--- src/rtl/wb_stage_if.sv ---
// Bundled MEM->WB inputs, pipeline control, and register-file/forwarding/instret outputs.
// The slave modport is the stage's view; the master modport is the driver's view.
interface wb_stage_if #(
  parameter int DATA_WIDTH = 32,
  parameter int CNT_WIDTH  = 64
);
  logic                  mem_valid;
  logic [DATA_WIDTH-1:0] mem_opr_res;
  logic [DATA_WIDTH-1:0] mem_lsu_rdata;
  logic [DATA_WIDTH-1:0] mem_pc_plus4;
  logic [4:0]            mem_rd;
  logic                  mem_rf_en;
  logic [1:0]            mem_wb_sel;
  logic                  stall;
  logic                  flush;
  logic                  instret_we;
  logic [CNT_WIDTH-1:0]  instret_wdata;

  logic                  rf_wen;
  logic [4:0]            rf_waddr;
  logic [DATA_WIDTH-1:0] rf_wdata;
  logic                  fwd_en;
  logic [4:0]            fwd_rd;
  logic [DATA_WIDTH-1:0] fwd_data;
  logic [CNT_WIDTH-1:0]  instret;

  modport slave (
    input  mem_valid, mem_opr_res, mem_lsu_rdata, mem_pc_plus4, mem_rd,
           mem_rf_en, mem_wb_sel, stall, flush, instret_we, instret_wdata,
    output rf_wen, rf_waddr, rf_wdata, fwd_en, fwd_rd, fwd_data, instret
  );

  modport master (
    output mem_valid, mem_opr_res, mem_lsu_rdata, mem_pc_plus4, mem_rd,
           mem_rf_en, mem_wb_sel, stall, flush, instret_we, instret_wdata,
    input  rf_wen, rf_waddr, rf_wdata, fwd_en, fwd_rd, fwd_data, instret
  );
endinterface

--- src/rtl/wb_stage.sv ---
// Writeback stage: MEM/WB register, writeback data select, register-file write,
// WB->EX forwarding and the retired-instruction counter.
module wb_stage #(
  parameter int DATA_WIDTH = 32,
  parameter int CNT_WIDTH  = 64
) (
  input  logic         clk,
  input  logic         arst_n,
  wb_stage_if.slave    bus
);

  logic                  valid_q, valid_d;
  logic                  fresh_q, fresh_d;
  logic [DATA_WIDTH-1:0] opr_res_q, opr_res_d;
  logic [DATA_WIDTH-1:0] lsu_rdata_q, lsu_rdata_d;
  logic [DATA_WIDTH-1:0] pc_plus4_q, pc_plus4_d;
  logic [4:0]            rd_q, rd_d;
  logic                  rf_en_q, rf_en_d;
  logic [1:0]            wb_sel_q, wb_sel_d;
  logic [CNT_WIDTH-1:0]  instret_q, instret_d;

  logic                  retire;
  logic                  writes_rd;
  logic [DATA_WIDTH-1:0] wb_data;

  // Flush beats stall; a stall keeps the instruction but marks it already written.
  always_comb begin
    valid_d     = valid_q;
    fresh_d     = fresh_q;
    opr_res_d   = opr_res_q;
    lsu_rdata_d = lsu_rdata_q;
    pc_plus4_d  = pc_plus4_q;
    rd_d        = rd_q;
    rf_en_d     = rf_en_q;
    wb_sel_d    = wb_sel_q;
    if (bus.flush) begin
      valid_d = 1'b0;
      fresh_d = 1'b0;
    end else if (bus.stall) begin
      fresh_d = 1'b0;
    end else begin
      valid_d     = bus.mem_valid;
      fresh_d     = bus.mem_valid;
      opr_res_d   = bus.mem_opr_res;
      lsu_rdata_d = bus.mem_lsu_rdata;
      pc_plus4_d  = bus.mem_pc_plus4;
      rd_d        = bus.mem_rd;
      rf_en_d     = bus.mem_rf_en;
      wb_sel_d    = bus.mem_wb_sel;
    end
  end

  assign retire = valid_q & fresh_q;

  // A CSR write takes precedence over a same-cycle retirement.
  always_comb begin
    instret_d = instret_q;
    if (bus.instret_we) begin
      instret_d = bus.instret_wdata;
    end else if (retire) begin
      instret_d = instret_q + {{(CNT_WIDTH-1){1'b0}}, 1'b1};
    end
  end

  always_ff @(posedge clk) begin
    if (!arst_n) begin
      valid_q     <= 1'b0;
      fresh_q     <= 1'b0;
      opr_res_q   <= '0;
      lsu_rdata_q <= '0;
      pc_plus4_q  <= '0;
      rd_q        <= '0;
      rf_en_q     <= 1'b0;
      wb_sel_q    <= 2'd0;
      instret_q   <= '0;
    end else begin
      valid_q     <= valid_d;
      fresh_q     <= fresh_d;
      opr_res_q   <= opr_res_d;
      lsu_rdata_q <= lsu_rdata_d;
      pc_plus4_q  <= pc_plus4_d;
      rd_q        <= rd_d;
      rf_en_q     <= rf_en_d;
      wb_sel_q    <= wb_sel_d;
      instret_q   <= instret_d;
    end
  end

  always_comb begin
    case (wb_sel_q)
      2'd0:    wb_data = opr_res_q;
      2'd1:    wb_data = lsu_rdata_q;
      2'd2:    wb_data = pc_plus4_q;
      default: wb_data = '0;
    endcase
  end

  assign writes_rd = valid_q & rf_en_q & (rd_q != 5'd0) & (wb_sel_q != 2'd3);

  assign bus.rf_wen   = writes_rd & fresh_q;
  assign bus.rf_waddr = rd_q;
  assign bus.rf_wdata = wb_data;
  assign bus.fwd_en   = writes_rd;
  assign bus.fwd_rd   = rd_q;
  assign bus.fwd_data = wb_data;
  assign bus.instret  = instret_q;

endmodule

--- src/flat_wrapper.sv ---
// flat-port wrapper written by rule: the top's interface ports become plain ports
module wb_stage_flat 
#(
  parameter int DATA_WIDTH = 32,
  parameter int CNT_WIDTH  = 64
)
  (clk, arst_n, bus_mem_valid, bus_mem_opr_res, bus_mem_lsu_rdata, bus_mem_pc_plus4, bus_mem_rd, bus_mem_rf_en, bus_mem_wb_sel, bus_stall, bus_flush, bus_instret_we, bus_instret_wdata, bus_rf_wen, bus_rf_waddr, bus_rf_wdata, bus_fwd_en, bus_fwd_rd, bus_fwd_data, bus_instret);
  wb_stage_if #(.DATA_WIDTH(DATA_WIDTH), .CNT_WIDTH(CNT_WIDTH)) bus_i ();
  input  logic clk;
  input  logic arst_n;
  input wire logic [$bits(bus_i.mem_valid)-1:0] bus_mem_valid;
  input wire logic [$bits(bus_i.mem_opr_res)-1:0] bus_mem_opr_res;
  input wire logic [$bits(bus_i.mem_lsu_rdata)-1:0] bus_mem_lsu_rdata;
  input wire logic [$bits(bus_i.mem_pc_plus4)-1:0] bus_mem_pc_plus4;
  input wire logic [$bits(bus_i.mem_rd)-1:0] bus_mem_rd;
  input wire logic [$bits(bus_i.mem_rf_en)-1:0] bus_mem_rf_en;
  input wire logic [$bits(bus_i.mem_wb_sel)-1:0] bus_mem_wb_sel;
  input wire logic [$bits(bus_i.stall)-1:0] bus_stall;
  input wire logic [$bits(bus_i.flush)-1:0] bus_flush;
  input wire logic [$bits(bus_i.instret_we)-1:0] bus_instret_we;
  input wire logic [$bits(bus_i.instret_wdata)-1:0] bus_instret_wdata;
  output wire logic [$bits(bus_i.rf_wen)-1:0] bus_rf_wen;
  output wire logic [$bits(bus_i.rf_waddr)-1:0] bus_rf_waddr;
  output wire logic [$bits(bus_i.rf_wdata)-1:0] bus_rf_wdata;
  output wire logic [$bits(bus_i.fwd_en)-1:0] bus_fwd_en;
  output wire logic [$bits(bus_i.fwd_rd)-1:0] bus_fwd_rd;
  output wire logic [$bits(bus_i.fwd_data)-1:0] bus_fwd_data;
  output wire logic [$bits(bus_i.instret)-1:0] bus_instret;
  assign bus_i.mem_valid = bus_mem_valid;
  assign bus_i.mem_opr_res = bus_mem_opr_res;
  assign bus_i.mem_lsu_rdata = bus_mem_lsu_rdata;
  assign bus_i.mem_pc_plus4 = bus_mem_pc_plus4;
  assign bus_i.mem_rd = bus_mem_rd;
  assign bus_i.mem_rf_en = bus_mem_rf_en;
  assign bus_i.mem_wb_sel = bus_mem_wb_sel;
  assign bus_i.stall = bus_stall;
  assign bus_i.flush = bus_flush;
  assign bus_i.instret_we = bus_instret_we;
  assign bus_i.instret_wdata = bus_instret_wdata;
  assign bus_rf_wen = bus_i.rf_wen;
  assign bus_rf_waddr = bus_i.rf_waddr;
  assign bus_rf_wdata = bus_i.rf_wdata;
  assign bus_fwd_en = bus_i.fwd_en;
  assign bus_fwd_rd = bus_i.fwd_rd;
  assign bus_fwd_data = bus_i.fwd_data;
  assign bus_instret = bus_i.instret;
  wb_stage #(.DATA_WIDTH(DATA_WIDTH), .CNT_WIDTH(CNT_WIDTH)) u_core (.clk(clk), .arst_n(arst_n), .bus(bus_i));
endmodule
--- config.mk ---
export PLATFORM = sky130hd
export DESIGN_NAME = wb_stage_flat
export DESIGN_NICKNAME = d
export VERILOG_FILES = /design/src/rtl/wb_stage_if.sv /design/src/rtl/wb_stage.sv /design/src/flat_wrapper.sv
export SDC_FILE = /design/constraint.sdc
export NUM_CORES = 1
export LEC_CHECK = 0
export CORE_MARGIN = 1.5
export CORE_UTILIZATION = 41
export DETAILED_ROUTE_END_ITERATION = 12
export PLACE_DENSITY = 0.85
export SLEW_MARGIN = 20
export SYNTH_ARGS = -nofsm -noshare
export SYNTH_HDL_FRONTEND = slang
export SYNTH_SLANG_ARGS = --single-unit
--- constraint.sdc ---
create_clock -name clk -period 2.55 [get_ports clk]
set_clock_uncertainty 0.15 [all_clocks]
set_input_delay 0.6375 -clock clk [delete_from_list [all_inputs] [get_ports clk]]
set_output_delay 0.6375 -clock clk [all_outputs]
set_load 0.02 [all_outputs]
Word level (Yosys, flattened, before mapping). Cells that the tools add are included.

Memories kept: 0. Output and inout port bits: 140. Word-level logic and storage cells: 30. Memory bits (read-only): 0. RAM bits: 0. Bits in registers: 170. Input bits: 174. Bits in latches: 0.

Divide/modulo/power cells: 0. Add/subtract/negate cells: 1. Magnitude comparators: 0. Shift-type cells: 0. Reduce and logical (&&, ||, !) cells: 6. Eq/ne operators: 3. Bitwise logic cells: 8. Mux-type cells: 3. $mul: 0.

Operators with widths (number): $mux W64 (2); $pmux W32 S3 (1); $add A64 B1 Y64 const B (1); $and A1 B1 Y1 (5); $reduce_bool A5 Y1 (1); $not A1 Y1 (3); $reduce_or A3 Y1 (1); $eq A2 B1 Y1 const B (1); $eq A2 B2 Y1 const B (1); $logic_not A2 Y1 (1); $ne A2 B2 Y1 const B (1); $reduce_and A2 Y1 (1); $reduce_bool A2 Y1 (1); $reduce_or A2 Y1 (1).

Longest topological paths before layout. Gate-level depths: netlist of run 1.

Depth in word-level cells: 4. Depth in mapped cells: 9.

Worst setup path before layout of run 1. OpenSTA, ideal clock, no wires.

Path type: register -> output. From: reg u_core.wb_sel_q[0]. To: out bus_rf_wdata[15]. Stages on the path, launching flop included: 6. Arrival time: 2.150 ns. Path slack: -0.388 ns. Buffers on the path: 3. Cell sequence: dfxtp_1 -> buf_1 -> clkbuf_1 -> mux2i_1 -> o21ai_0 -> buf_4.

Cells in the longest elaborated chain, start to end: 2. Elaborated cells between the ends (all ways): 4. Those cells by class: 2 x eq/ne; 1 x mux; 1 x reduce/logical.

RTL lines: start, declared (line wb_stage.sv:19) `logic [1:0] wb_sel_q, wb_sel_d;`; start signal, assigned (line wb_stage.sv:84) `wb_sel_q <= wb_sel_d;`; $eq A2 B2 Y1 (tied with other cells) (line wb_stage.sv:90) `case (wb_sel_q)`; $pmux W32 S3 (*) (line wb_stage.sv:90); end, declared (line flat_wrapper.sv:24) `output wire logic [$bits(bus_i.rf_wdata)-1:0] bus_rf_wdata;`.

Every way passes the cells marked *; elsewhere a longest branch is shown, timed or not.

Final worst setup path of run 1.
From: reg u_core.instret_q[19] (netlist: u_core.bus.instret[19]). To: reg u_core.instret_q[60] (netlist: u_core.bus.instret[60]).

Cells in the longest elaborated chain, start to end: 3.

RTL lines: start, declared (line wb_stage.sv:20) `logic [CNT_WIDTH-1:0] instret_q, instret_d;`; start signal, assigned (line wb_stage.sv:85) `instret_q <= instret_d;`; $add A64 B1 Y64 (line wb_stage.sv:61) `instret_d = instret_q + {{(CNT_WIDTH-1){1'b0}}, 1'b1};`; $mux W64 (line wb_stage.sv:60) `end else if (retire) begin`; $mux W64 (line wb_stage.sv:58) `if (bus.instret_we) begin`.

Every way passes these cells. The select of a mux whose other input is x is not followed. A chain may end at the register's enable or synchronous reset.

==> key figures, run 1 <==
Clock tree
  • CTS tree: built
  • # Post-CTS Setup Buffers: 0
  • Clock transition at the registers of the reported paths: around 80 ps
  • Skew-Pair Late Insertion Delay: 420 ps
  • CTS H-Tree Depth: 4
  • Clock Path Buffers: 2
  • Clk root buf: clkbuf_16
  • Num CTS Buffers: 17
  • CTS sink count: 170

Setup path
  • CP Class: register to register
  • FF-to-FF End: u_core.bus.instret[60]$_SDFFE_PN0P_
  • Crit-path max FO: 19
  • R2R Setup Slk: 4 ps
  • CP arrival: between 2000 and 3000 ps
  • Crit-path most repeated cell: or4_4
  • Critical Path, Cell by Cell: nand3_2, or4_4, or4_4, or4_1, a31oi_1
  • Slowest cell on crit path: or4_4
  • CP endpoint kind: register
  • Required @ worst endpoint: ~2700 ps
  • Critical Path Source: u_core.bus.instret[19]$_SDFFE_PN0P_
  • Worst r2r path cells: 5
  • Crit path to: u_core.bus.instret[60]$_SDFFE_PN0P_
  • Launching point of the worst reg2reg path: u_core.bus.instret[19]$_SDFFE_PN0P_
  • Worst Setup Start Kind: register
  • CP max stage delay: approximately 650 ps

Synthesis
  • Synth unique cells: 43
  • Post-synthesis instance total: 1,079
  • YS warnings: 0
  • Synth Register Bits: 170
  • EDFF count, synth: 0
  • Main flop type after synthesis: dfxtp_1
  • Synthesized cell area: roughly 8600 um2
  • Avg Cell Area, Syn: roughly 8 um2
  • Sequential area share after synthesis: 0.398
  • Mapped Nets: between 1,000 and 1,500
  • Async set-reset flop share out of synthesis: 0

STA
  • Final setup viols: 0
  • Crit share post-route: 0.999
  • Worst rel slew slack: 0.583
  • Tmin final: 2550 ps
  • Setup ws final: approximately 3.5 ps
  • Setup_tns: 0 ps
  • Worst-margin pin slew: just over 600 ps
  • Slew Viols, Final: 0
  • Fmax: 393 MHz
  • Count of final hold-check violations: 0
  • RSZ-0062 raised after global routing: true

Global route
  • Initial antenna violation count: 2
  • First-pass GRT wire length: roughly 44 mm
  • Total grt overflow: 0
  • Largest net degree at the start of global routing: 98
  • Total Routing Usage GR: 0.250
  • Vias in the first global route: 8,651

Placed design
  • Dpl hpwl: between 20 and 25 mm
  • Pre-CTS setup slack: about 14 ps
  • Number of port buffers: 313
  • GPL Wtd Cong: 0.910

Route
  • First-pass iteration count of the detailed router: 5
  • Vias per cell: approximately 5.5
  • Routed WL per cell: ~17 um
  • Via count: about 9,000
  • Final ANT Viol Nets: 0
  • Initial DRC count: ~640
  • DR DRC count: 0
  • WL final: ~28 mm

Die
  • Die W: roughly 150 um
  • I/O pin count: about 310
  • Die Span Y: ~150 um
  • Rows: between 50 and 60
  • Core area: approximately 20,000 um2
  • Starting density of the core: 0.420
  • Die ar.: between 20,000 and 25,000 um2

Layout
  • Commonest non-fill, non-tap cell in the layout: nand2_1
  • Layout cell share with drive strength beyond 1: 0.144
  • Area Growth Syn to Fin: 47.9%
  • Most frequent cells in the layout: nand2_1, clkdlybuf4s50_1, dfxtp_1
  • Final core utilization: 0.622
  • Layout fillers: ~1,700
  • NumNets Final: about 1,500

Outcome
  • Status: completed

Hold path
  • Hold WC Path Type: register to register

Pwr
  • Leakage power: 4.44 nW
  • Total power: about 0.0067 W
  • Pwr/cell area: 525 nW/um2
  • Worst vdd ir: 0.000365 V

Job
  • Max cap viols: 0
-- cell usage after synthesis, types with 5 or more instances --
library cell	n	area share
mux2i_1	34	0.040
xor2_1	8	0.0082
and4_1	11	0.011
a21oi_1	12	0.0070
nor2_1	8	0.0035
nand3_1	24	0.014
nand4_1	21	0.015
o21ai_0	82	0.048
inv_1	7	0.0031
or4_1	22	0.019
nor4_1	14	0.010
nor3_1	16	0.0094
or3_1	6	0.0044
a21boi_0	105	0.092
dfxtp_1	170	0.40
and3_1	10	0.0073
a211oi_1	6	0.0053
o211a_1	9	0.011
and2_1	12	0.0088
buf_4	37	0.032
xnor2_1	19	0.019
o31ai_1	21	0.018
buf_1	9	0.0039
nand2_1	284	0.12
nand2b_1	8	0.0058
o311a_1	5	0.0058
a31oi_1	25	0.018
clkbuf_1	64	0.028
-- repair_timing --
| item | 4_1_cts | 5_1_grt |
|---|---|---|
| resized for setup | 201 | 25 |
| cloned | 0 | 1 |
| setup endpoints to repair | 66 | 50 |
| hold buffers | 0 | 0 |
| pin swaps | 1 | 2 |
-- through the flow --
step                hold WS (ps)  instances  cell area, um2
floorplan                    293       1079            8590
global placement             300       1612           12000
finish                       313       1646           12700
CTS                          316       1644           12700
detailed placement           306       1612           12000
global route                 334       1646           12700
-- logic make-up (layout without fill, tap and decap cells) --
kind of cell | count (synthesis) | in the layout | synth area share
muxes | 34 | 34 | 0.0398
other | 0 | 1 | 0
AOI/OAI and AO/OA | 274 | 274 | 0.213
xor gates and xnor gates | 27 | 27 | 0.0276
DFF | 170 | 170 | 0.398
adders and majority gates | 1 | 1 | 0.00146
and+or+nand+nor | 453 | 453 | 0.250
buffers and inverters | 120 | 416 | 0.0700
-- layer usage --
metal	routed length [um]	global-route usage	up-vias
met3	2340	0.0642	60
met5	13	0	-
met4	774	0.0920	2
met2	13300	0.423	388
li1	-	-	4332
met1	11200	0.306	4228
-- cell type report --
cell class,instances,area (um2),share of cell area
clock inverter,14,133,0.0105
inverter,7,26.3,0.00208
multi-input combinational,789,4580,0.362
sequential,170,3430,0.271
tap,270,338,0.0267
timing repair buffer,377,3710,0.293
antenna,1,2.50,0.000198
clock buffer,18,429,0.0339
-- report_power, final --
part	internal [W]	switching [W]	total [W]
Clock	0.00129	0.00119	0.00248
Sequential	0.00280	0.000127	0.00293
Combinational	0.000653	0.000587	0.00124
-- sequential cells by signal, summed over array words and instances, names as in the netlist --
name	cells
u_core.bus.fwd_rd	5
u_core.rf_en_q	1
u_core.wb_sel_q	2
u_core.opr_res_q	32
u_core.pc_plus4_q	32
u_core.fresh_q	1
u_core.bus.instret	64
u_core.valid_q	1
u_core.lsu_rdata_q	32
-- how the worst min path moves through the flow --
| stage | cells after the start | slack [ps] | from | endpoint |
|---|---|---|---|---|
| after floorplan | 2 | 290 | u_core.opr_res_q[0]$_SDFFE_PN0P_ | u_core.opr_res_q[0]$_SDFFE_PN0P_ |
| after global placement | 2 | 300 | u_core.pc_plus4_q[31]$_SDFFE_PN0P_ | u_core.pc_plus4_q[31]$_SDFFE_PN0P_ |
| after detailed placement | 2 | 310 | u_core.opr_res_q[27]$_SDFFE_PN0P_ | u_core.opr_res_q[27]$_SDFFE_PN0P_ |
| after CTS | 2 | 320 | u_core.opr_res_q[22]$_SDFFE_PN0P_ | u_core.opr_res_q[22]$_SDFFE_PN0P_ |
| after global routing | 2 | 330 | u_core.opr_res_q[13]$_SDFFE_PN0P_ | u_core.opr_res_q[13]$_SDFFE_PN0P_ |
| final | 2 | 310 | u_core.opr_res_q[10]$_SDFFE_PN0P_ | u_core.opr_res_q[10]$_SDFFE_PN0P_ |
-- critical path, delay by kind of cell, from the launching register on --
kind / cells / cell delay [ps]
AOI/OAI and AO/OA: 1 / 180
DFF: 1 / 340
and+or+nand+nor: 4 / 1790
No activity file was read; power rests on OpenSTA's default activity.
==> run 2, diff against run 1 <==
- CORE_UTILIZATION: 41 -> 49
- PLACE_DENSITY: 0.85 -> 0.94
- clock period: 2.55 -> 3.2 ns (I/O delays scaled with it)
==> key figures, run 2 (same netlist as run 1, synthesis figures left out) <==
Outcome
  • Status: completed

Global route
  • First-pass GRT wire length: 42.3 mm
  • Largest net degree at the start of global routing: ~110
  • Total grt overflow: 0
  • Vias in the first global route: roughly 8,300
  • Total Routing Usage GR: 0.293
  • Initial antenna violation count: 1

Layout
  • Most frequent cells in the layout: clkdlybuf4s50_1, nand2_1, dfxtp_1
  • Final core utilization: 0.716
  • NumNets Final: 1,497
  • Area Growth Syn to Fin: 43.6%
  • Layout fillers: ~1,200
  • Largest register FFs: 64
  • Layout cell share with drive strength beyond 1: 0.0524
  • Commonest non-fill, non-tap cell in the layout: clkdlybuf4s50_1
  • Ant. Diodes: 0

Setup path
  • CP arrival: ~2200 ps
  • Required @ worst endpoint: 2250 ps
  • CP Class: register to output pin
  • Slowest cell on crit path: clkdlybuf4s50_1
  • Critical Path, Cell by Cell: nor2b_2, buf_4, nand2_1, o21ai_0, clkdlybuf4s50_1
  • CP endpoint kind: output pin
  • CP max stage delay: 710 ps
  • Worst Setup Start Kind: register
  • Crit-path max FO: 10

Die
  • Die Span Y: ~140 um
  • Starting density of the core: 0.498
  • Die ar.: roughly 18,000 um2
  • I/O pin count: 314
  • Core area: 17,200 um2
  • Rows: 48
  • Die W: about 140 um

STA
  • Tmin final: 3130 ps
  • Slew Viols, Final: 0
  • Final setup viols: 0
  • Crit share post-route: 0.977
  • Worst-margin pin slew: 686 ps
  • Worst rel slew slack: 0.538
  • Count of final hold-check violations: 0
  • Fmax: 320 MHz
  • RSZ-0062 raised after global routing: false
  • Setup_tns: 0 ps

Route
  • WL final: 27.7 mm
  • First-pass iteration count of the detailed router: 7
  • DR DRC count: 0
  • Final ANT Viol Nets: 0
  • Top sig layer: met5
  • Vias per cell: between 5 and 6
  • Met2 wire len: approximately 13 mm
  • WL met3: about 2.6 mm
  • Initial DRC count: around 650
  • Via count: 9,022
  • Routed WL per cell: approximately 18 um
  • Met1 wire length: ~11 mm

Clock tree
  • Clock Path Buffers: 2
  • Clock transition at the registers of the reported paths: roughly 60 ps
  • Skew-Pair Late Insertion Delay: a little over 400 ps
  • Clk root buf: clkbuf_16
  • CTS sink count: between 150 and 200
  • CTS H-Tree Depth: 4
  • # Post-CTS Setup Buffers: 0
  • Hold_buf cts: 0
  • Num CTS Buffers: 17
  • CTS tree: built

Placed design
  • GPL Wtd Cong: around 0.89
  • Dpl hpwl: just under 20 mm
  • Number of port buffers: approximately 310

Pwr
  • Pwr/cell area: ~440 nW/um2
  • Worst vdd ir: roughly 0.00035 V
  • Leakage power: between 4 and 5 nW

Hold path
  • Hold WC Path Type: register to register

Job
  • Max cap viols: 0
[run 2: power breakdown]
part / internal [W] / total, W / switching [W]
Clock: 0.00120 / 0.00208 / 0.000873
Sequential: 0.00223 / 0.00236 / 0.000126
Combinational: 0.000509 / 0.000959 / 0.000450
[run 2: timing repair]
action / 4_1_cts / 5_1_grt
gates cloned: 0 / 0
endpoints found under the setup margin: 16 / 14
resized for setup: 5 / 11
pin swaps: 0 / 0
[run 2: area by class of cell]
type | count | area, um2 | share of cell area
multi-input cells | 789 | 4570 | 0.372
repair buffers | 337 | 3410 | 0.278
flip-flops and latches | 170 | 3410 | 0.277
clock buffers | 20 | 457 | 0.0372
well taps | 225 | 282 | 0.0229
clock inverters | 12 | 140 | 0.0114
inverters | 7 | 26.3 | 0.00214
[run 2: path summary, 6_finish.rpt]
kind,from,end,slack [ps],cells past startpoint
worst max register to register,u_core.bus.instret[25]$_SDFFE_PN0P_,u_core.bus.instret[55]$_SDFFE_PN0P_,360,5
worst max-delay path,u_core.wb_sel_q[0]$_SDFFE_PN0P_,bus_fwd_data[21],70,5
worst min register to register,u_core.lsu_rdata_q[7]$_SDFFE_PN0P_,u_core.lsu_rdata_q[7]$_SDFFE_PN0P_,310,2
worst min-delay path,u_core.lsu_rdata_q[7]$_SDFFE_PN0P_,u_core.lsu_rdata_q[7]$_SDFFE_PN0P_,310,2
[run 2: worst max-delay path: cells and delay by family (launching register included)]
kind | cells | cell delay, ps
AO/OA/AOI/OAI | 1 | 180
buffers and inverters | 2 | 920
flip-flops | 1 | 410
AND/OR/NAND/NOR | 2 | 270
[run 2: layer usage]
metal | track usage | up-vias
met2 | 0.500 | 486
met4 | 0.124 | 2
li1 | - | 4263
met5 | 0 | -
met3 | 0.0789 | 68
met1 | 0.346 | 4203
[run 2: through the flow]
step / total power, W / instances / hold slack (ps) / worst slack (ps) / area (um2)
after floorplan: 0.00283 / 1079 / 293 / 99.5 / 8560
after global placement: 0.00333 / 1528 / 298 / 329 / 11700
after detailed placement: 0.00335 / 1528 / 305 / 333 / 11700
after CTS: 0.00541 / 1560 / 317 / 55.9 / 12300
after global routing: 0.00559 / 1560 / 336 / 1.66 / 12300
final: 0.00539 / 1560 / 313 / 72.2 / 12300
